==> config.mk <==
export PLATFORM = sky130hd
export DESIGN_NAME = pc_unit_ras
export DESIGN_NICKNAME = d
export VERILOG_FILES = /design/src/rtl/pc_unit_ras.sv
export SDC_FILE = /design/constraint.sdc
export NUM_CORES = 1
export LEC_CHECK = 0
export BUFFER_PORTS_ARGS = -buffer_cell sky130_fd_sc_hd__buf_2
export CAP_MARGIN = 20
export CORE_ASPECT_RATIO = 1.25
export CORE_MARGIN = 4
export CORE_UTILIZATION = 50
export CTS_CLUSTER_DIAMETER = 120
export DETAILED_ROUTE_END_ITERATION = 8
export HOLD_SLACK_MARGIN = 0.06
export PLACE_DENSITY = 0.81
export SLEW_MARGIN = 20
export SYNTH_ARGS = -nofsm -noshare
export SYNTH_HDL_FRONTEND = slang
export SYNTH_SLANG_ARGS = --single-unit
==> constraint.sdc <==
create_clock -name clk_i -period 4.42 [get_ports clk_i]
set_clock_uncertainty 0.05 [all_clocks]
set_input_delay 0.442 -clock clk_i [delete_from_list [all_inputs] [get_ports clk_i]]
set_output_delay 0.442 -clock clk_i [all_outputs]
set_load 0.02 [all_outputs]
==> src/rtl/pc_unit_ras.sv <==
// Fetch-stage program counter with a circular return-address stack.
// Priority per edge: start gating, exception, stall, return, branch/call, sequential.
module pc_unit_ras #(
  parameter int unsigned          ADDR_W      = 32,
  parameter logic [ADDR_W-1:0]    RESET_VEC   = '0,
  parameter int unsigned          INSTR_BYTES = 4,
  parameter int unsigned          RAS_DEPTH   = 4
) (
  input  logic              clk_i,
  input  logic              rst_i,
  input  logic              start_i,
  input  logic              stall_i,
  input  logic              pcEnable_i,
  input  logic              exc_i,
  input  logic [ADDR_W-1:0] exc_vec_i,
  input  logic              br_taken_i,
  input  logic [ADDR_W-1:0] br_target_i,
  input  logic              call_i,
  input  logic              ret_i,
  output logic [ADDR_W-1:0] pc_o,
  output logic              pc_valid_o,
  output logic              ras_empty_o,
  output logic              ras_full_o,
  output logic              ras_ovf_o,
  output logic              ras_unf_o,
  output logic              misalign_o
);

  localparam int unsigned       PtrW    = (RAS_DEPTH > 1) ? $clog2(RAS_DEPTH) : 1;
  localparam int unsigned       CntW    = $clog2(RAS_DEPTH + 1);
  localparam logic [ADDR_W-1:0] LowMask = ADDR_W'(INSTR_BYTES - 1);
  localparam logic [CntW-1:0]   CntMax  = CntW'(RAS_DEPTH);

  logic [ADDR_W-1:0] pc_q, pc_d;
  logic              valid_q, valid_d;
  logic [PtrW-1:0]   ptr_q, ptr_d;
  logic [CntW-1:0]   cnt_q, cnt_d;
  logic [ADDR_W-1:0] ras_q [RAS_DEPTH];
  logic [ADDR_W-1:0] ras_d [RAS_DEPTH];
  logic              empty_q, full_q;
  logic              ovf_q, ovf_d;
  logic              unf_q, unf_d;
  logic              mis_q, mis_d;

  logic [ADDR_W-1:0] seq_pc;
  logic [ADDR_W-1:0] tgt_al;
  logic              tgt_mis;
  logic [PtrW-1:0]   top_idx;

  always_comb begin
    seq_pc  = pc_q + ADDR_W'(INSTR_BYTES);
    tgt_al  = br_target_i & ~LowMask;
    tgt_mis = |(br_target_i & LowMask);
    top_idx = ptr_q - PtrW'(1);

    pc_d    = pc_q;
    valid_d = valid_q;
    ptr_d   = ptr_q;
    cnt_d   = cnt_q;
    ras_d   = ras_q;
    ovf_d   = 1'b0;
    unf_d   = 1'b0;
    mis_d   = 1'b0;

    if (!start_i) begin
      pc_d    = RESET_VEC;
      valid_d = 1'b0;
      ptr_d   = '0;
      cnt_d   = '0;
    end else if (exc_i) begin
      pc_d    = exc_vec_i & ~LowMask;
      mis_d   = |(exc_vec_i & LowMask);
      valid_d = 1'b1;
      ptr_d   = '0;
      cnt_d   = '0;
    end else if (stall_i || !pcEnable_i) begin
      // Hold everything; pulses fall back to zero via defaults.
    end else if (ret_i) begin
      valid_d = 1'b1;
      if (cnt_q != '0) begin
        pc_d  = ras_q[top_idx];
        ptr_d = top_idx;
        cnt_d = cnt_q - CntW'(1);
      end else begin
        pc_d  = tgt_al;
        mis_d = tgt_mis;
        unf_d = 1'b1;
      end
    end else if (br_taken_i) begin
      valid_d = 1'b1;
      pc_d    = tgt_al;
      mis_d   = tgt_mis;
      if (call_i) begin
        // When full, ptr_q indexes the oldest entry, so the push overwrites it.
        ras_d[ptr_q] = seq_pc;
        ptr_d        = ptr_q + PtrW'(1);
        if (cnt_q == CntMax) begin
          ovf_d = 1'b1;
        end else begin
          cnt_d = cnt_q + CntW'(1);
        end
      end
    end else begin
      valid_d = 1'b1;
      pc_d    = seq_pc;
    end
  end

  always_ff @(posedge clk_i or negedge rst_i) begin
    if (!rst_i) begin
      pc_q    <= RESET_VEC;
      valid_q <= 1'b0;
      ptr_q   <= '0;
      cnt_q   <= '0;
      empty_q <= 1'b1;
      full_q  <= 1'b0;
      ovf_q   <= 1'b0;
      unf_q   <= 1'b0;
      mis_q   <= 1'b0;
      for (int i = 0; i < int'(RAS_DEPTH); i++) begin
        ras_q[i] <= '0;
      end
    end else begin
      pc_q    <= pc_d;
      valid_q <= valid_d;
      ptr_q   <= ptr_d;
      cnt_q   <= cnt_d;
      empty_q <= (cnt_d == '0);
      full_q  <= (cnt_d == CntMax);
      ovf_q   <= ovf_d;
      unf_q   <= unf_d;
      mis_q   <= mis_d;
      ras_q   <= ras_d;
    end
  end

  assign pc_o        = pc_q;
  assign pc_valid_o  = valid_q;
  assign ras_empty_o = empty_q;
  assign ras_full_o  = full_q;
  assign ras_ovf_o   = ovf_q;
  assign ras_unf_o   = unf_q;
  assign misalign_o  = mis_q;

endmodule

Word-level counts from Yosys, hierarchy flattened
Index checks and enable logic that the tools add are counted.
Storage, ports and cells
  register bits after elaboration: 171
  latch bits: 0
  memory bits (writable): 0
  memory bits (read-only): 0
  output and inout bits: 38
  memories kept: 0
Cells by class
  $add $sub $neg: 5
  $mul: 0
  divide/modulo/power cells: 0
  magnitude comparators: 3
  equality and inequality tests: 6
  shift-type cells: 0
  muxes and demuxes: 48
  bitwise operators: 5
  reductions and logical operators: 9
Operators with widths (number)
  two-way mux 32 bit: 9
  bitwise mux 128 bit: 1
  binary-select mux 32 bit (select 2 bit): 1
  demux 32 bit (select 2 bit): 1
  adder 32 x 3 -> 32 bit (second input constant): 1
  two-way mux 3 bit: 8
  two-way mux 1 bit: 21
  two-way mux 2 bit: 7
  inequality test 4 x 1 -> 1 bit (second input constant): 2
  equality test 3 bit (second input constant): 2
  >= comparator 3 bit (second input constant): 2
  inverter 2 -> 3 bit: 2
  AND reduction 6 bit: 1
  inequality test 4 x 3 -> 1 bit (second input constant): 1
  AND reduction 4 bit: 1
  OR reduction 2 bit: 2
  adder 3 x 1 -> 3 bit (second input constant): 1
  logical NOT 3 bit: 1
  < comparator 3 x 1 -> 1 bit (second input constant): 1
  inequality test 3 bit (second input constant): 1
  inverter 1 bit: 3
  nonzero test 3 bit: 1
  subtractor 3 x 1 -> 3 bit (second input constant): 1
  adder 2 x 1 -> 2 bit (second input constant): 1
  other kinds (4): 4

Logic depth before layout (Yosys ltp)
Gate-level depths: netlist (run 1).
  word-level depth: 10
  mapped depth: 12
  gate-level depth less buffers: 7

Worst setup path after synthesis (run 1)
Ideal clock, no wire load.
  path type: flip-flop to flip-flop
  start point: reg ptr_q[0]
  end point: reg pc_q[27], in the netlist pc_o[27]
  library setup time: 126 ps
  data arrival time: 2997 ps
  path slack: 1247 ps
  cell stages (with the launch flop): 12
  path buffers: 5
  cells stage by stage: dfrtp_1 -> buf_2 -> buf_2 -> buf_2 -> inv_1 -> ha_1 -> clkbuf_1 -> clkbuf_1 -> mux4_2 -> o221ai_1 -> o21ai_1 -> a221o_1
Between the ends
  longest elaborated chain between the ends: 10
RTL lines
  start, declared: line 36  | logic [PtrW-1:0] ptr_q, ptr_d;
  start signal, assigned: line 126  | ptr_q <= ptr_d;
  subtractor 2 x 1 -> 2 bit: line 54  | top_idx = ptr_q - PtrW'(1);
  inverter 2 -> 3 bit (not written as such): line 81  | pc_d = ras_q[top_idx];
  binary-select mux 32 bit (select 2 bit): line 81
  two-way mux 32 bit (not written as such) (2 in a row): line 81
  two-way mux 32 bit: line 80  | if (cnt_q != '0) begin
  two-way mux 32 bit: line 78  | end else if (ret_i) begin
  two-way mux 32 bit: line 76  | end else if (stall_i || !pcEnable_i) begin
  two-way mux 32 bit: line 70  | end else if (exc_i) begin
  two-way mux 32 bit: line 65  | if (!start_i) begin
  end signal, assigned: line 124  | pc_q <= pc_d;
  end, declared: line 34  | logic [ADDR_W-1:0] pc_q, pc_d;
Every way passes these cells. The select of a mux whose other input is x is not followed.
A chain may end at the register's enable or synchronous reset.

Worst setup path in the final report (run 1)
  start point: reg ptr_q[1]
  end point: reg pc_q[27], in the netlist pc_o[27]
The elaborated chain is that of the path after synthesis.

==> summary.json, run 1 <==
{
  "clock_pin_slew_on_the_worst_setup_and_hold_paths": {"value": 0.06, "unit": "ns"},
  "drv.max_cap_violation_count": {"value": 0},
  "floorplan.initialDensity": {"value": 51.2, "unit": "%"},
  "drtIter0Drc": {"value": 893},
  "clock-sinks": {"value": 171},
  "regToRegSetupSlack": {"value": 1.51, "unit": "ns"},
  "total_power": {"value": 0.00351, "unit": "W"},
  "synth.distinct_cells": {"value": 66},
  "synth-compound-area-share": {"value": 17.4, "unit": "%"},
  "endpoint_kind": {"value": "flop"},
  "synthXorXnorAreaFrac": {"value": 2.64, "unit": "%"},
  "largest_buffer_count_on_any_clock_path": {"value": 2},
  "post-cts-setup-buffer-count": {"value": 0},
  "detail_route.wirelength": {"value": 26800, "unit": "um"},
  "post-route-cell-area": {"value": 10300, "unit": "um2"},
  "grt.total_usage": {"value": 27.2, "unit": "%"},
  "yosys_warnings": {"value": 0},
  "remaining_drc_errors": {"value": 0},
  "seqCellArea": {"value": 4280, "unit": "um2"},
  "internal_power": {"value": 0.00263, "unit": "W"},
  "synth_area_per_cell": {"value": 9.67, "unit": "um2"},
  "r2r-start": {"value": "ptr_q[1]"},
  "max-slew-margin-rel": {"value": 38.4, "unit": "%"},
  "placementRows": {"value": 54},
  "grt_setup_unrepaired": {"value": "no"},
  "tritoncts_clock_tree": {"value": "yes"},
  "synth_top_family_by_area": {"value": "simple AND/OR/NAND/NOR gates"},
  "floorplan.die.width": {"value": 128, "unit": "um"},
  "insertedDiodeCount": {"value": 0},
  "design.portCount": {"value": 111},
  "post_drt_via_cell_ratio": {"value": 6.31},
  "power_switching_share": {"value": 25.0, "unit": "%"},
  "dpl-instance-area": {"value": 9660, "unit": "um2"},
  "synthAdderAreaFrac": {"value": 1.12, "unit": "%"},
  "num-fill-cells": {"value": 1440},
  "gr-total-overflow": {"value": 0},
  "final_common_cell": {"value": "nand2_1"},
  "r2r_end": {"value": "pc_o[27]"},
  "design.core.area": {"value": 17500, "unit": "um2"},
  "grt_start_max_net_pins": {"value": 117},
  "dominantRegCellSynth": {"value": "dfrtp_1"},
  "vias": {"value": 7824},
  "netlist_area": {"value": 8960, "unit": "um2"},
  "finalMaxSlewViolations": {"value": 0},
  "min_period": {"value": 2.91, "unit": "ns"},
  "run_status": {"value": "finished clean"},
  "tightest_slew": {"value": 0.925, "unit": "ns"},
  "synth.area.mux_share": {"value": 9.55, "unit": "%"},
  "final_replace_weighted_congestion": {"value": 0.903},
  "clock_insertion_delay_worst_skew": {"value": 0.43, "unit": "ns"},
  "power_per_cell_area": {"value": 342, "unit": "nW/um2"},
  "fmaxAchievable": {"value": 0.344, "unit": "GHz"},
  "count_of_h_tree_levels_built_during_cts": {"value": 4},
  "hold_crit_path_type": {"value": "in2async"},
  "worst_ep_arrival_time": {"value": 3.17, "unit": "ns"},
  "drt.antenna.violating_nets": {"value": 0},
  "power.static_leakage": {"value": 4.44, "unit": "nW"},
  "timing_hold_violations_final": {"value": 0},
  "die_area": {"value": 20100, "unit": "um2"},
  "port_buffers": {"value": 110},
  "layout.nets": {"value": 1084},
  "multiInputGateArea": {"value": 4350, "unit": "um2"},
  "detailedPlacementHpwl": {"value": 18100, "unit": "um"},
  "netlist_instances": {"value": 926},
  "required_time_at_the_worst_slack_endpoint": {"value": 4.68, "unit": "ns"},
  "timing.setup.critical_path_class": {"value": "reg2reg"},
  "die_h": {"value": 158, "unit": "um"},
  "start_kind": {"value": "flop"},
  "drt_pass1_iterations": {"value": 7},
  "cts_buffers": {"value": 17},
  "synthesized_area_fraction_occupied_by_and_or_nand_nor_cells": {"value": 17.8, "unit": "%"},
  "synthesized_flop_and_latch_total": {"value": 171},
  "r2r_cells": {"value": 7},
  "critical_path.max_fanout": {"value": 20},
  "final.period_utilization": {"value": 65.7, "unit": "%"},
  "syn2layout_area_growth": {"value": 14.4, "unit": "%"},
  "grt_antenna_before_repair": {"value": 0},
  "irDropWorstVdd": {"value": 0.267, "unit": "mV"},
  "p_clk_share": {"value": 43.0, "unit": "%"},
  "synth_enable_flop_cells": {"value": 0},
  "drive_gt1_share": {"value": 22.1, "unit": "%"},
  "share_seq_of_total_power": {"value": 47.6, "unit": "%"},
  "comb_power_share": {"value": 9.4, "unit": "%"},
  "p_sw": {"value": 0.000877, "unit": "W"},
  "crit_path_start": {"value": "ptr_q[1]"},
  "setup_tns": {"value": 0, "unit": "ns"},
  "synthArstFlopShare": {"value": 100, "unit": "%"},
  "grt_first_pass_wirelength": {"value": 42100, "unit": "um"},
  "postCtsHoldBufs": {"value": 0},
  "finalSetupViolCount": {"value": 0},
  "cts_root_buf": {"value": "clkbuf_16"},
  "critical_path_endpoint": {"value": "pc_o[27]"},
  "final_cell_mix": {"value": "197 x nand2_1, 169 x dfrtp_1, 135 x o21ai_0"},
  "first_global_vias": {"value": 7765},
  "synth_nets": {"value": 1007},
  "sequential_area_share_after_synthesis": {"value": 47.8, "unit": "%"},
  "wl_per_cell": {"value": 21.7, "unit": "um"},
  "total_of_cells_resized_after_clock_tree_synthesis": {"value": 0}
}
final cells by class:
type / count / area share [%]
timing repair buffer: 131 / 6.99
multi-input combinational: 673 / 42.5
sequential: 171 / 41.8
clock inverter: 8 / 1.15
tap: 224 / 2.73
clock buffer: 23 / 4.56
inverter: 9 / 0.330
sequential cells by signal, summed over array words and instances, names as in the netlist:
signal and flops:
cnt_q 3, misalign_o 1, pc_o 32, pc_valid_o 1, ptr_q 2, ras_empty_o 1
ras_full_o 1, ras_ovf_o 1, ras_q 128, ras_unf_o 1
power groups by stage:
stage	clock [W]	sequential (W)	combinational (W)
final	0.00151	0.00167	0.000331
after CTS	0.00152	0.00167	0.000328
after detailed placement	0	0.00169	0.000325
after global routing	0.00159	0.00167	0.000363
after floorplan	0	0.00169	0.000155
after global placement	0	0.00169	0.000320
critical path, cell delays in order, from the launching register on:
cell      delay (ns)
dfrtp_1         0.39
inv_1           0.08
ha_1            0.79
buf_4           0.45
mux4_2          0.36
o221ai_1        0.26
o21ai_1         0.09
a221o_1         0.30
Yosys cell counts (3+ instances only):
| library cell | count | area, um2 |
|---|---|---|
| mux2_2 | 12 | 135 |
| nand2b_1 | 4 | 25.0 |
| ha_1 | 8 | 100 |
| buf_4 | 4 | 30.0 |
| nor2_1 | 29 | 109 |
| and3_1 | 7 | 43.8 |
| a211o_1 | 3 | 26.3 |
| a211oi_1 | 4 | 30.0 |
| clkbuf_1 | 58 | 218 |
| a21o_1 | 4 | 30.0 |
| o211ai_1 | 4 | 30.0 |
| nor4_4 | 3 | 63.8 |
| dfrtp_1 | 170 | 4250 |
| nor3b_1 | 4 | 30.0 |
| xnor2_1 | 18 | 158 |
| or3_1 | 3 | 18.8 |
| a21oi_1 | 22 | 110 |
| nor4_1 | 8 | 50.1 |
| mux4_2 | 32 | 721 |
| nor3_1 | 13 | 65.1 |
| o221ai_1 | 10 | 87.6 |
| nand2_1 | 201 | 754 |
| nand3_1 | 16 | 80.1 |
| and2_1 | 7 | 43.8 |
| o21ai_1 | 17 | 85.1 |
| xor2_1 | 9 | 78.8 |
| inv_1 | 8 | 30.0 |
| o21ai_0 | 135 | 676 |
| a21boi_0 | 3 | 22.5 |
| a221o_1 | 8 | 80.1 |
| o31ai_1 | 4 | 30.0 |
| a31oi_1 | 11 | 68.8 |
| and4_1 | 3 | 26.3 |
| buf_2 | 9 | 45.0 |
| nand4_1 | 14 | 87.6 |
| a22oi_1 | 11 | 82.6 |
| nor2b_1 | 9 | 56.3 |
per-layer routing:
layer | track usage, % | vias up | wire (um) | part of all wire (%)
met1 | 34.7 | 3790 | 10300 | 38
li1 | - | 3487 | - | -
met4 | 13.9 | 0 | 1230 | 4.6
met3 | 6.55 | 95 | 2500 | 9.3
met5 | 0 | - | 0 | 0
met2 | 43.5 | 452 | 12800 | 48
how the worst min path moves through the flow:
stage                             start          to  slack [ns]  cells past startpoint
final                             rst_i     pc_o[5]        0.10                      1
after detailed placement     ras_q[108]  ras_q[108]        0.41                      2
after floorplan                   rst_i    cnt_q[0]         0.1                      0
after global placement        ras_q[86]   ras_q[86]        0.41                      2
after CTS                 exc_vec_i[12]    pc_o[12]        0.16                      3
after global routing              rst_i     pc_o[5]        0.18                      1
per-stage QoR:
step | setup WS, ns | cells | hold WS [ns] | utilization, %
after floorplan | 1.25 | 926 | 0.0964 | -
after global placement | 1.59 | 1208 | 0.407 | 55.2
after detailed placement | 1.49 | 1208 | 0.415 | 55.2
after CTS | 1.56 | 1239 | 0.159 | 58.6
after global routing | 1.41 | 1239 | 0.176 | 58.6
final | 1.51 | 1239 | 0.103 | 58.6
kinds of logic (layout without fill, tap and decap cells):
family | count (synthesis) | in the layout
compound gates | 258 | 258
xor+xnor | 27 | 27
fa+ha+maj | 8 | 8
buf+inv | 82 | 171
flops | 171 | 171
mux | 44 | 44
simple gates | 336 | 336
Power figures use the tool's default switching activity.
==> run 2: changes to the inputs <==
==> constraint.sdc (replaced) <==
create_clock -name clk_i -period 3.03 [get_ports clk_i]
set_clock_uncertainty 0.05 [all_clocks]
set_input_delay 0.303 -clock clk_i [delete_from_list [all_inputs] [get_ports clk_i]]
set_output_delay 0.303 -clock clk_i [all_outputs]
set_load 0.02 [all_outputs]
==> run 2 against run 1 <==
  * Total power is 46% higher
  * Clock-buffer cell count increased by 2
  * Largest power group unchanged
  * Sequential cell count unchanged
  * First-iteration DRC count up 10%
  * Utilization is 0.96 points higher
  * Final cell count increased by 1.3%
==> summary.json, run 2 (synthesized netlist as in run 1, its figures left out) <==
{
  "internal_power": {"value": 0.00381, "unit": "W", "change": "+45%"},
  "power.static_leakage": {"value": 4.53, "unit": "nW", "change": "+1.9%"},
  "irDropWorstVdd": {"value": 0.385, "unit": "mV", "change": "+44%"},
  "wl_met1": {"value": 10300, "unit": "um", "change": "+0.63%"},
  "min_period": {"value": 2.74, "unit": "ns", "change": "-0.166 ns"},
  "top_register": {"value": "ras_q"},
  "tightest_slew": {"value": 1.01, "unit": "ns", "change": "+0.0827 ns"},
  "tritoncts_clock_tree": {"value": "yes"},
  "grt_start_max_net_pins": {"value": 68, "change": "-42%"},
  "cts_root_buf": {"value": "clkbuf_16"},
  "post-cts-setup-buffer-count": {"value": 0, "change": "unchanged"},
  "remaining_drc_errors": {"value": 0, "change": "unchanged"},
  "dpl-instance-area": {"value": 9800, "unit": "um2", "change": "+1.4%"},
  "fmaxAchievable": {"value": 0.365, "unit": "GHz", "change": "+6.1%"},
  "grt_setup_unrepaired": {"value": "no"},
  "gr-total-overflow": {"value": 0, "change": "unchanged"},
  "design.portCount": {"value": 111, "change": "unchanged"},
  "largest_buffer_count_on_any_clock_path": {"value": 2, "change": "unchanged"},
  "endpoint_kind": {"value": "flop"},
  "syn2layout_area_growth": {"value": 16.3, "unit": "%"},
  "insertedDiodeCount": {"value": 0, "change": "unchanged"},
  "required_time_at_the_worst_slack_endpoint": {"value": 3.29, "unit": "ns", "change": "-1.39 ns"},
  "drt_pass1_iterations": {"value": 7, "change": "unchanged"},
  "p_sw": {"value": 0.00129, "unit": "W", "change": "+47%"},
  "r2r-start": {"value": "pc_o[3]"},
  "final.period_utilization": {"value": 90.4, "unit": "%", "change": "+25 points"},
  "post-route-cell-area": {"value": 10400, "unit": "um2", "change": "+1.6%"},
  "total_power": {"value": 0.00511, "unit": "W", "change": "+46%"},
  "drtIter0Drc": {"value": 985, "change": "+10%"},
  "detail_route.wirelength": {"value": 27400, "unit": "um", "change": "+2.1%"},
  "layout.nets": {"value": 1099, "change": "+1.4%"},
  "drive_gt1_share": {"value": 23.0, "unit": "%", "change": "+0.92 points"},
  "grt_first_pass_wirelength": {"value": 43100, "unit": "um", "change": "+2.2%"},
  "largest_register_ffs": {"value": 128, "change": "unchanged"},
  "final_common_cell": {"value": "nand2_1"},
  "floorplan.die.width": {"value": 128, "unit": "um", "change": "unchanged"},
  "port_buffers": {"value": 110, "change": "unchanged"},
  "finalWorstSetupSlack": {"value": 0.291, "unit": "ns", "change": "-1.22 ns"},
  "die_h": {"value": 158, "unit": "um", "change": "unchanged"},
  "finalSetupViolCount": {"value": 0, "change": "unchanged"},
  "critical_path.max_fanout": {"value": 7, "change": "-65%"},
  "timing.setup.critical_path_class": {"value": "reg2reg"},
  "timing_hold_violations_final": {"value": 0, "change": "unchanged"},
  "holdCritStartpoint": {"value": "exc_vec_i[19]"},
  "clock_pin_slew_on_the_worst_setup_and_hold_paths": {"value": 0.07, "unit": "ns", "change": "about the same"},
  "clock_insertion_delay_worst_skew": {"value": 0.43, "unit": "ns", "change": "about the same"},
  "cts_buffers": {"value": 17, "change": "unchanged"},
  "design.core.area": {"value": 17500, "unit": "um2", "change": "unchanged"},
  "drt.antenna.violating_nets": {"value": 0, "change": "unchanged"},
  "cpMaxStageDelayCell": {"value": "or3_1"},
  "count_of_h_tree_levels_built_during_cts": {"value": 4, "change": "unchanged"},
  "final_replace_weighted_congestion": {"value": 0.907, "change": "+0.34%"},
  "grt_antenna_before_repair": {"value": 0, "change": "unchanged"},
  "pre_cts_slack": {"value": 0.357, "unit": "ns", "change": "-1.14 ns"},
  "placementRows": {"value": 54, "change": "unchanged"},
  "run_status": {"value": "finished clean"},
  "first_global_vias": {"value": 7991, "change": "+2.9%"},
  "finalMaxSlewViolations": {"value": 0, "change": "unchanged"},
  "clock-sinks": {"value": 171, "change": "unchanged"},
  "detailedPlacementHpwl": {"value": 18900, "unit": "um", "change": "+4.1%"},
  "fin_hold_ws": {"value": 0.0672, "unit": "ns", "change": "-0.0362 ns"},
  "highest_layer": {"value": "met4"},
  "p_clk_share": {"value": 42.6, "unit": "%", "change": "-0.4 points"},
  "comb_power_share": {"value": 9.9, "unit": "%", "change": "+0.5 points"},
  "share_seq_of_total_power": {"value": 47.5, "unit": "%", "change": "about the same"},
  "wl_per_cell": {"value": 21.8, "unit": "um", "change": "+0.81%"},
  "hold_crit_path_type": {"value": "in2reg"},
  "final_cell_mix": {"value": "197 x nand2_1, 169 x dfrtp_1, 135 x o21ai_0"},
  "cell_by_cell_listing_of_the_critical_path": {"value": "ha_1 -> nand4_2 -> or3_1 -> or3_1 -> xor2_1 -> o21ai_1"},
  "power_switching_share": {"value": 25.3, "unit": "%", "change": "+0.27 points"},
  "met3WireLength": {"value": 2690, "unit": "um", "change": "+7.6%"},
  "crit_path_start": {"value": "pc_o[3]"},
  "die_area": {"value": 20100, "unit": "um2", "change": "unchanged"},
  "drv.max_cap_violation_count": {"value": 0, "change": "unchanged"},
  "setup_tns": {"value": 0, "unit": "ns", "change": "unchanged"},
  "critical_path.max_stage_delay": {"value": 0.56, "unit": "ns", "change": "-0.23 ns"},
  "grt.total_usage": {"value": 27.6, "unit": "%", "change": "+0.36 points"},
  "post_drt_via_cell_ratio": {"value": 6.44, "change": "+2.0%"},
  "worst_path_most_repeated_cell": {"value": "or3_1"},
  "vias": {"value": 8081, "change": "+3.3%"},
  "worst_ep_arrival_time": {"value": 3.00, "unit": "ns", "change": "-0.17 ns"},
  "start_kind": {"value": "flop"},
  "max-slew-margin-rel": {"value": 32.6, "unit": "%", "change": "-5.8 points"},
  "routed-wl-met2": {"value": 13200, "unit": "um", "change": "+3.1%"},
  "power_per_cell_area": {"value": 490, "unit": "nW/um2", "change": "+43%"},
  "floorplan.initialDensity": {"value": 51.2, "unit": "%", "change": "unchanged"},
  "total_of_cells_resized_after_clock_tree_synthesis": {"value": 0, "change": "unchanged"}
}
==> run 2: changes by cell type in the layout (fill, tap and decap cells not counted), sizes merged <==
cell         delta
buf            +13
bufinv          -1
clkbuf          +1
clkinv          -1
clkinvlp        +1
dlygate4sd3     +3
==> run 2: worst max-delay path, delay by kind of cell (launching register included) <==
family                     cells  cell delay (ns)
AOI/OAI and AO/OA              1             0.13
and+or+nand+nor                3             1.23
adders and majority gates      1             0.35
xor gates and xnor gates       1             0.35
DFF                            1             0.50
==> run 2: final cells by class <==
type	count	area, um2
clock buffers	25	495
clock inverters	7	90.1
fillers	1390	7080
inverters	9	33.8
multi-input cells	673	4350
flip-flops and latches	171	4280
well taps	224	280
repair buffers	146	885
==> run 2: timing repair <==
item | CTS | global route
hold buffers | 3 | 0
setup endpoints to repair | 0 | 0
endpoints found under the hold margin | 65 | 0
==> run 2: power by group through the flow <==
stage	logic, W	clock network (W)	registers (W)
2_1_floorplan	0.000225	0	0.00247
3_3_place_gp	0.000479	0	0.00246
3_5_place_dp	0.000489	0	0.00246
4_1_cts	0.000497	0.00218	0.00242
5_1_grt	0.000545	0.00231	0.00243
6_report	0.000503	0.00218	0.00243
==> run 2: path summary, 6_finish.rpt <==
path / to / slack, ns / depth (start not counted)
worst max-delay path: ras_q[58] / 0.29 / 6
worst min-delay path: pc_o[19] / 0.07 / 3
worst max register to register: ras_q[58] / 0.29 / 6
worst min register to register: ras_q[119] / 0.43 / 2
max in group asynchronous: ptr_q[0] / 1.72 / 3
min in group asynchronous: pc_o[5] / 0.39 / 2
==> run 2: stage by stage <==
step | instances | utilization, %
after global placement | 1220 | 56.0
after CTS | 1255 | 59.5
final | 1255 | 59.5
after floorplan | 926 | -
after detailed placement | 1220 | 56.0
after global routing | 1255 | 59.5
==> run 2: per-layer routing <==
metal / vias to the layer above / track usage (%)
li1: 3518 / -
met1: 3971 / 35.8
met2: 491 / 43.7
met3: 101 / 6.38
met4: 0 / 13.9
met5: - / 0
